**config.mk**
```make
export PLATFORM = sky130hd
export DESIGN_NAME = ex_flag_stage
export DESIGN_NICKNAME = d
export VERILOG_FILES = /design/src/rtl/wisc_pkg.sv /design/src/rtl/flag_mask_dec.sv /design/src/rtl/ex_flag_stage.sv
export SDC_FILE = /design/constraint.sdc
export NUM_CORES = 1
export LEC_CHECK = 0
export CORE_ASPECT_RATIO = 0.9
export CORE_MARGIN = 1
export CORE_UTILIZATION = 36
export DETAILED_ROUTE_END_ITERATION = 16
export HOLD_SLACK_MARGIN = 0.08
export PLACE_DENSITY = 0.83
export SLEW_MARGIN = 20
export SYNTH_ARGS = -nofsm -noshare
export SYNTH_HDL_FRONTEND = slang
export SYNTH_HIERARCHICAL = 1
export SYNTH_SLANG_ARGS = --single-unit
export TNS_END_PERCENT = 1
```
**constraint.sdc**
```tcl
create_clock -name clk -period 1.24 [get_ports clk]
set_input_delay 0.124 -clock clk [delete_from_list [all_inputs] [get_ports clk]]
set_output_delay 0.124 -clock clk [all_outputs]
set_load 0.01 [all_outputs]
```
**src/rtl/wisc_pkg.sv**
```systemverilog
// Shared ALU/decode/EX-stage definitions: op codes, branch conditions, widths.
package wisc_pkg;

  localparam int unsigned DW     = 16;
  localparam int unsigned RW     = 4;
  localparam int unsigned ALU_CW = 4;
  localparam int unsigned BR_CW  = 3;

  // ALU control codes, identical to the encoding the ALU consumes
  localparam logic [ALU_CW-1:0] ALU_ADD  = 4'b0000;
  localparam logic [ALU_CW-1:0] ALU_SUB  = 4'b0001;
  localparam logic [ALU_CW-1:0] ALU_NAND = 4'b0100;
  localparam logic [ALU_CW-1:0] ALU_XOR  = 4'b1000;
  localparam logic [ALU_CW-1:0] ALU_SLL  = 4'b1001;
  localparam logic [ALU_CW-1:0] ALU_SRL  = 4'b1010;
  localparam logic [ALU_CW-1:0] ALU_SRA  = 4'b1011;
  localparam logic [ALU_CW-1:0] ALU_LHB  = 4'b1100;
  localparam logic [ALU_CW-1:0] ALU_LLB  = 4'b1101;

  // Branch condition codes from decode
  localparam logic [BR_CW-1:0] BR_NE = 3'b000;
  localparam logic [BR_CW-1:0] BR_EQ = 3'b001;
  localparam logic [BR_CW-1:0] BR_GT = 3'b010;
  localparam logic [BR_CW-1:0] BR_LT = 3'b011;
  localparam logic [BR_CW-1:0] BR_GE = 3'b100;
  localparam logic [BR_CW-1:0] BR_LE = 3'b101;
  localparam logic [BR_CW-1:0] BR_OV = 3'b110;
  localparam logic [BR_CW-1:0] BR_UN = 3'b111;

  // Z/N/V triple, used both for flag values and for update masks
  typedef struct packed {
    logic z;
    logic n;
    logic v;
  } flags_t;

endpackage

```
**src/rtl/flag_mask_dec.sv**
```systemverilog
// Maps an ALU control code to the set of flags that op is allowed to update.
module flag_mask_dec
  import wisc_pkg::*;
(
  input  logic [ALU_CW-1:0] alu_ctrl,
  output flags_t            upd_c
);

  // Single home of the per-op flag-update table
  always_comb begin
    upd_c = '0;
    case (alu_ctrl)
      ALU_ADD, ALU_SUB: upd_c = '{z: 1'b1, n: 1'b1, v: 1'b1};
      ALU_NAND, ALU_XOR, ALU_SLL, ALU_SRL, ALU_SRA:
                        upd_c = '{z: 1'b1, n: 1'b0, v: 1'b0};
      default:          upd_c = '0;
    endcase
  end

endmodule

```
**src/rtl/ex_flag_stage.sv**
```systemverilog
// EX/MEM pipeline register with the architectural Z/N/V flags and branch evaluation.
module ex_flag_stage
  import wisc_pkg::*;
#(
  parameter int unsigned DW = wisc_pkg::DW,
  parameter int unsigned RW = wisc_pkg::RW
) (
  input  logic              clk,
  input  logic              rst,
  input  logic              ex_valid,
  input  logic [ALU_CW-1:0] ex_alu_ctrl,
  input  logic [DW-1:0]     ex_result,
  input  logic              ex_z,
  input  logic              ex_n,
  input  logic              ex_v,
  input  logic [RW-1:0]     ex_dst,
  input  logic              ex_wr_en,
  input  logic              stall,
  input  logic              flush,
  output logic              mem_valid,
  output logic [DW-1:0]     mem_result,
  output logic [RW-1:0]     mem_dst,
  output logic              mem_wr_en,
  output logic              flag_z,
  output logic              flag_n,
  output logic              flag_v,
  input  logic [BR_CW-1:0]  br_cond,
  output logic              br_taken
);

  flags_t upd_c;
  flags_t flags_q;

  flag_mask_dec u_flag_mask_dec (
    .alu_ctrl (ex_alu_ctrl),
    .upd_c    (upd_c)
  );

  // Pipeline register toward MEM; flush kills valid/write but keeps payload
  always_ff @(posedge clk) begin
    if (rst) begin
      mem_valid  <= 1'b0;
      mem_result <= '0;
      mem_dst    <= '0;
      mem_wr_en  <= 1'b0;
    end else if (flush) begin
      mem_valid  <= 1'b0;
      mem_wr_en  <= 1'b0;
    end else if (!stall) begin
      mem_valid  <= ex_valid;
      mem_result <= ex_result;
      mem_dst    <= ex_dst;
      mem_wr_en  <= ex_valid & ex_wr_en;
    end
  end

  // Committed flags: only a real, advancing instruction may touch them, masked per op
  always_ff @(posedge clk) begin
    if (rst) begin
      flags_q <= '0;
    end else if (!flush && !stall && ex_valid) begin
      if (upd_c.z) flags_q.z <= ex_z;
      if (upd_c.n) flags_q.n <= ex_n;
      if (upd_c.v) flags_q.v <= ex_v;
    end
  end

  assign flag_z = flags_q.z;
  assign flag_n = flags_q.n;
  assign flag_v = flags_q.v;

  // Branch decision from committed flags only; decode handles the flag hazard
  always_comb begin
    br_taken = 1'b0;
    case (br_cond)
      BR_NE:   br_taken = !flags_q.z;
      BR_EQ:   br_taken = flags_q.z;
      BR_GT:   br_taken = !flags_q.z && !flags_q.n;
      BR_LT:   br_taken = flags_q.n;
      BR_GE:   br_taken = flags_q.z || !flags_q.n;
      BR_LE:   br_taken = flags_q.z || flags_q.n;
      BR_OV:   br_taken = flags_q.v;
      BR_UN:   br_taken = 1'b1;
      default: br_taken = 1'b0;
    endcase
  end

endmodule

```
# Word-level counts from Yosys, hierarchy flattened
# Cells that the tools add are included.
# W data, S select, Z words.
# totals
regBits,25
inputBits,36
# op_classes
reduce_logical,18
n_eq_ne,13
n_mux,2
bitwise_logic,3
# op_table
op,count
$eq A4 B4 Y1 const B,4
$eq A3 B3 Y1 const B,4
$pmux W1 S8,1
$reduce_and A2 Y1,4
$eq A3 B2 Y1 const B,2
$pmux W3 S2,1
$reduce_or A5 Y1,1
$eq A4 B1 Y1 const B,1
$eq A4 B3 Y1 const B,1
$logic_not A1 Y1,4
$logic_not A4 Y1,1
$reduce_or A2 Y1,2
$eq A3 B1 Y1 const B,1
$logic_and A1 B1 Y1,3
$logic_not A3 Y1,1
$logic_or A1 B1 Y1,2
$not A1 Y1,2
$and A1 B1 Y1,1

# Longest topological paths before layout
# logic_depth
word_depth,4
mapped_depth,5
mapped_depth_nobuf,5

# Cells and area by module
# Netlist, hierarchy kept.
# modules_own_cells
mod,seq_area_each_um2,area_per_inst_um2,instances,cells_per_inst
ex_flag_stage,500.5,969.7,1,118
flag_mask_dec,0.0,32.5,1,5

# Least setup slack after synthesis
# No wires, ideal clock.
# synth_path
kind,flip-flop to output port
from,register flags_q (netlist bit flag_z)
to,output br_taken
arrival_time_ns,1.065
setup_slack_ns,0.051
stages_incl_launch_ff,5
path_cell_list,dfxtp_1 > nor3b_1 > o21ai_1 > a31oi_1 > a311oi_1
# synth_between
elab_chain_cells,3
elab_cells_between_ends,5
# synth_lines
element,line_no,rtl
start: declaration,ex_flag_stage.sv:32,flags_t flags_q;
$logic_not A1 Y1,"ex_flag_stage.sv:76, ex_flag_stage.sv:78",
$logic_and A1 B1 Y1,ex_flag_stage.sv:78,BR_GT: br_taken = !flags_q.z && !flags_q.n;
$pmux W1 S8 (*),ex_flag_stage.sv:75,case (br_cond)
end: declaration,ex_flag_stage.sv:28,output logic br_taken
# Every way passes the cells marked *; elsewhere a longest branch is shown, timed or not.

# Worst setup path in the final report
# Same ends and word-level chain as after synthesis.

==> impl_metrics.toml <==
[die]
die_area_um2 = 3000
dieHeight_um = 52.1
num_rows = 17
die_w_um = 57.6
initial_core_util_pct = 39.3
io_pins = 62
core_um2 = 2550

[pwr]
powerDensity_nw_per_um2 = 900
p_leak_nw = 0.749
peakVddDrop_uv = 739
p_total_mw = 1.50

[timing]
grt_setup_unrepaired = "yes"
max_freq_mhz = 673
drv_slew = 0
clock_skew_ps = 0
slew_headroom_pct = 83.8
period_needed_ps = 1490
fin_crit_sh_pct = 120
setup_viol = 1
tightestPinTransition_ps = 241
worst_slack_ps = -246
finalHoldViolations = 0

[grt]
grt_max_degree = 26
grt-ovfl-total = 0
grt_pass1_wl_um = 4500
track_usage_pct = 19.9
antenna_found_initial = 0
grt_pass1_vias = 1027

[clock_network]
clk_pin_slew_ps = 130
cts.sinks = 25
clockBufferDepth = 2
cts_hold_buf = 0
clockRootBuffer = "clkbuf_4"
cts_buffers = 3
h-tree-depth = 1
clock_latency_ps = 310
cts_tree = "yes"

[route]
vias = 1062
drt_iter0_drc = 42
vias_per_cell = 4.94
drcViolationCount = 5
routed_wirelength_um = 2780
wl_per_cell_um = 12.9
antenna_left = 0
dr.pass1.iters = 10

[min_path]
hold_class = "primary input to flop"

[placed_design]
postPlaceCellArea_um2 = 1650
pre_cts_slack_ps = -707
gp_congestion = 0.799
portBuffers = 61
dp_hpwl_um = 2090

[yosys]
synth_area_um2 = 1000
seq_area_frac_synth_pct = 49.9
postSynthAreaPerCell_um2 = 8.15
synth-compound-area-share_pct = 14.9
postSynthCellCount = 123
yosys.area_share.simple_pct = 25.3
synth.distinct_cells = 25
synth-adder-area-share_pct = 0.999
synthMuxAreaShare_pct = 3.00
synth_xor_xnor_area_share_pct = 0
syn_nets = 159
ys_ff_latch = 25
synth_top_family_by_area = "simple AND/OR/NAND/NOR gates"
yosysWarnings = 6

[critical_path]
required_ps = 1120
path_cells = "nor3b_2 > o21ai_1 > a31oi_1 > a311oi_1 > buf_2"
timing.critical_path.arrival_ps = 1360
max_stage_delay_ps = 390
cp_max_fo = 4
worstSetupPathType = "flop to primary output"
crit_path_end_kind = "primary output"
critPathBufInv = 1
critical-path-top-delay-family = "compound AO/OA/AOI/OAI gates"
start_kind = "flop"
slowest_stage = "dfxtp_4"

[run]
drv_cap = 0

[finish]
layout.nets = 224
antennaDiodeCount = 0
area_growth_pct = 66.3
layout-drive-gt1-share_pct = 10.7
design_area_um2 = 1670

[run_status]
status = "finished, violations left"
violations = "design-rule violations, negative setup slack"
==> area by class of cell <==
class / instances / area (µm²)
fill: 221 / 886
timing repair buffer: 68 / 637
sequential: 25 / 505
multi-input combinational: 88 / 454
tap: 28 / 35.0
clock buffer: 3 / 22.5
inverter: 2 / 7.51
clock inverter: 1 / 5.00
==> where the power goes <==
| part | switching (mW) | internal, mW |
|---|---|---|
| clock | 0.228 | 0.121 |
| sequential | 0.0146 | 0.834 |
| combinational | 0.126 | 0.177 |
| total | 0.369 | 1.13 |
==> cells by family (layout without fill, tap and decap cells) <==
group / count (synthesis) / after routing
DFF: 25 / 25
muxes: 3 / 3
adders and majority gates: 1 / 1
AOI/OAI and AO/OA: 27 / 27
and+or+nand+nor: 57 / 57
buffers and inverters: 10 / 74
==> registers in the layout, indices dropped and copies added (netlist names) <==
name / cells
flag_n: 1
mem_valid: 1
mem_wr_en: 1
flag_z: 1
mem_result: 16
flag_v: 1
mem_dst: 4
==> path summary, 6_finish.rpt <==
path                            cells after the start                       start  slack [ps]                    endpoint
worst max register to register                      3         flag_z$_SDFFE_PP0P_         410         flag_z$_SDFFE_PP0P_
worst max-delay path                                5         flag_z$_SDFFE_PP0P_        -250                    br_taken
worst min register to register                      2  mem_result[7]$_SDFFE_PP0P_         460  mem_result[7]$_SDFFE_PP0P_
worst min-delay path                                3                   ex_dst[2]         350     mem_dst[2]$_SDFFE_PP0P_
==> synth_stat cells <==
library cell	n	area share (%)
buf_6	2	2.2
nand3_1	3	1.5
nand2_1	40	15
dfxtp_1	25	50
o21ai_1	1	0.50
or2b_1	1	0.75
nor3b_1	2	1.5
nor2b_1	2	1.2
o21a_1	1	0.75
buf_2	2	1.0
inv_1	2	0.75
a311oi_1	1	0.87
a21oi_2	1	0.87
or2_4	1	0.87
nor2_1	3	1.1
mux2i_1	3	3.0
a21oi_1	21	10
clkbuf_1	3	1.1
a31oi_1	1	0.62
nand3b_1	1	0.75
maj3_1	1	1.0
a22oi_1	1	0.75
buf_4	1	0.75
nor3_1	3	1.5
nor2_4	1	1.1
==> placed cells by master, fill, tap and decap left out, types with 2 or more instances in the layout <==
cell type / instances
inv_1: 2
nor2b_1: 2
clkbuf_4: 3
mux2i_1: 3
buf_4: 6
clkdlybuf4s50_1: 33
nand3_1: 3
nand2_1: 40
nor3_1: 3
a21oi_1: 21
nor2_1: 3
nor3b_2: 2
dlygate4sd2_1: 27
dfxtp_1: 23
==> layer usage <==
layer,share of wire (%),vias up,GRT usage (%),wire length (µm)
met1,40,475,20.8,1130
met5,0,-,0,0
li1,-,534,-,-
met2,49,49,38.4,1360
met3,9.5,4,7.46,265
met4,1.3,0,3.25,36
==> tightest hold or removal path: stages <==
cell             delay, ps
clkdlybuf4s50_1        400
nand2_1                 50
a21oi_1                 50
==> timing repair <==
item,CTS,global route
cloned,0,0
endpoints found under the setup margin,26,1
pin swaps,3,0
gates resized for setup,37,1
setup buffers,2,0
==> metrics by stage <==
step / setup TNS [ps] / hold slack, ps / cells / utilization (%)
6_report: -246 / 346 / 215 / 65.3
4_1_cts: -215 / 339 / 215 / 65.1
5_1_grt: -375 / 328 / 215 / 65.3
3_3_place_gp: -1710 / 442 / 209 / 64.5
2_1_floorplan: 0 / 203 / 123 / -
3_5_place_dp: -2560 / 446 / 209 / 64.5
(Power assumes the default switching activity.)
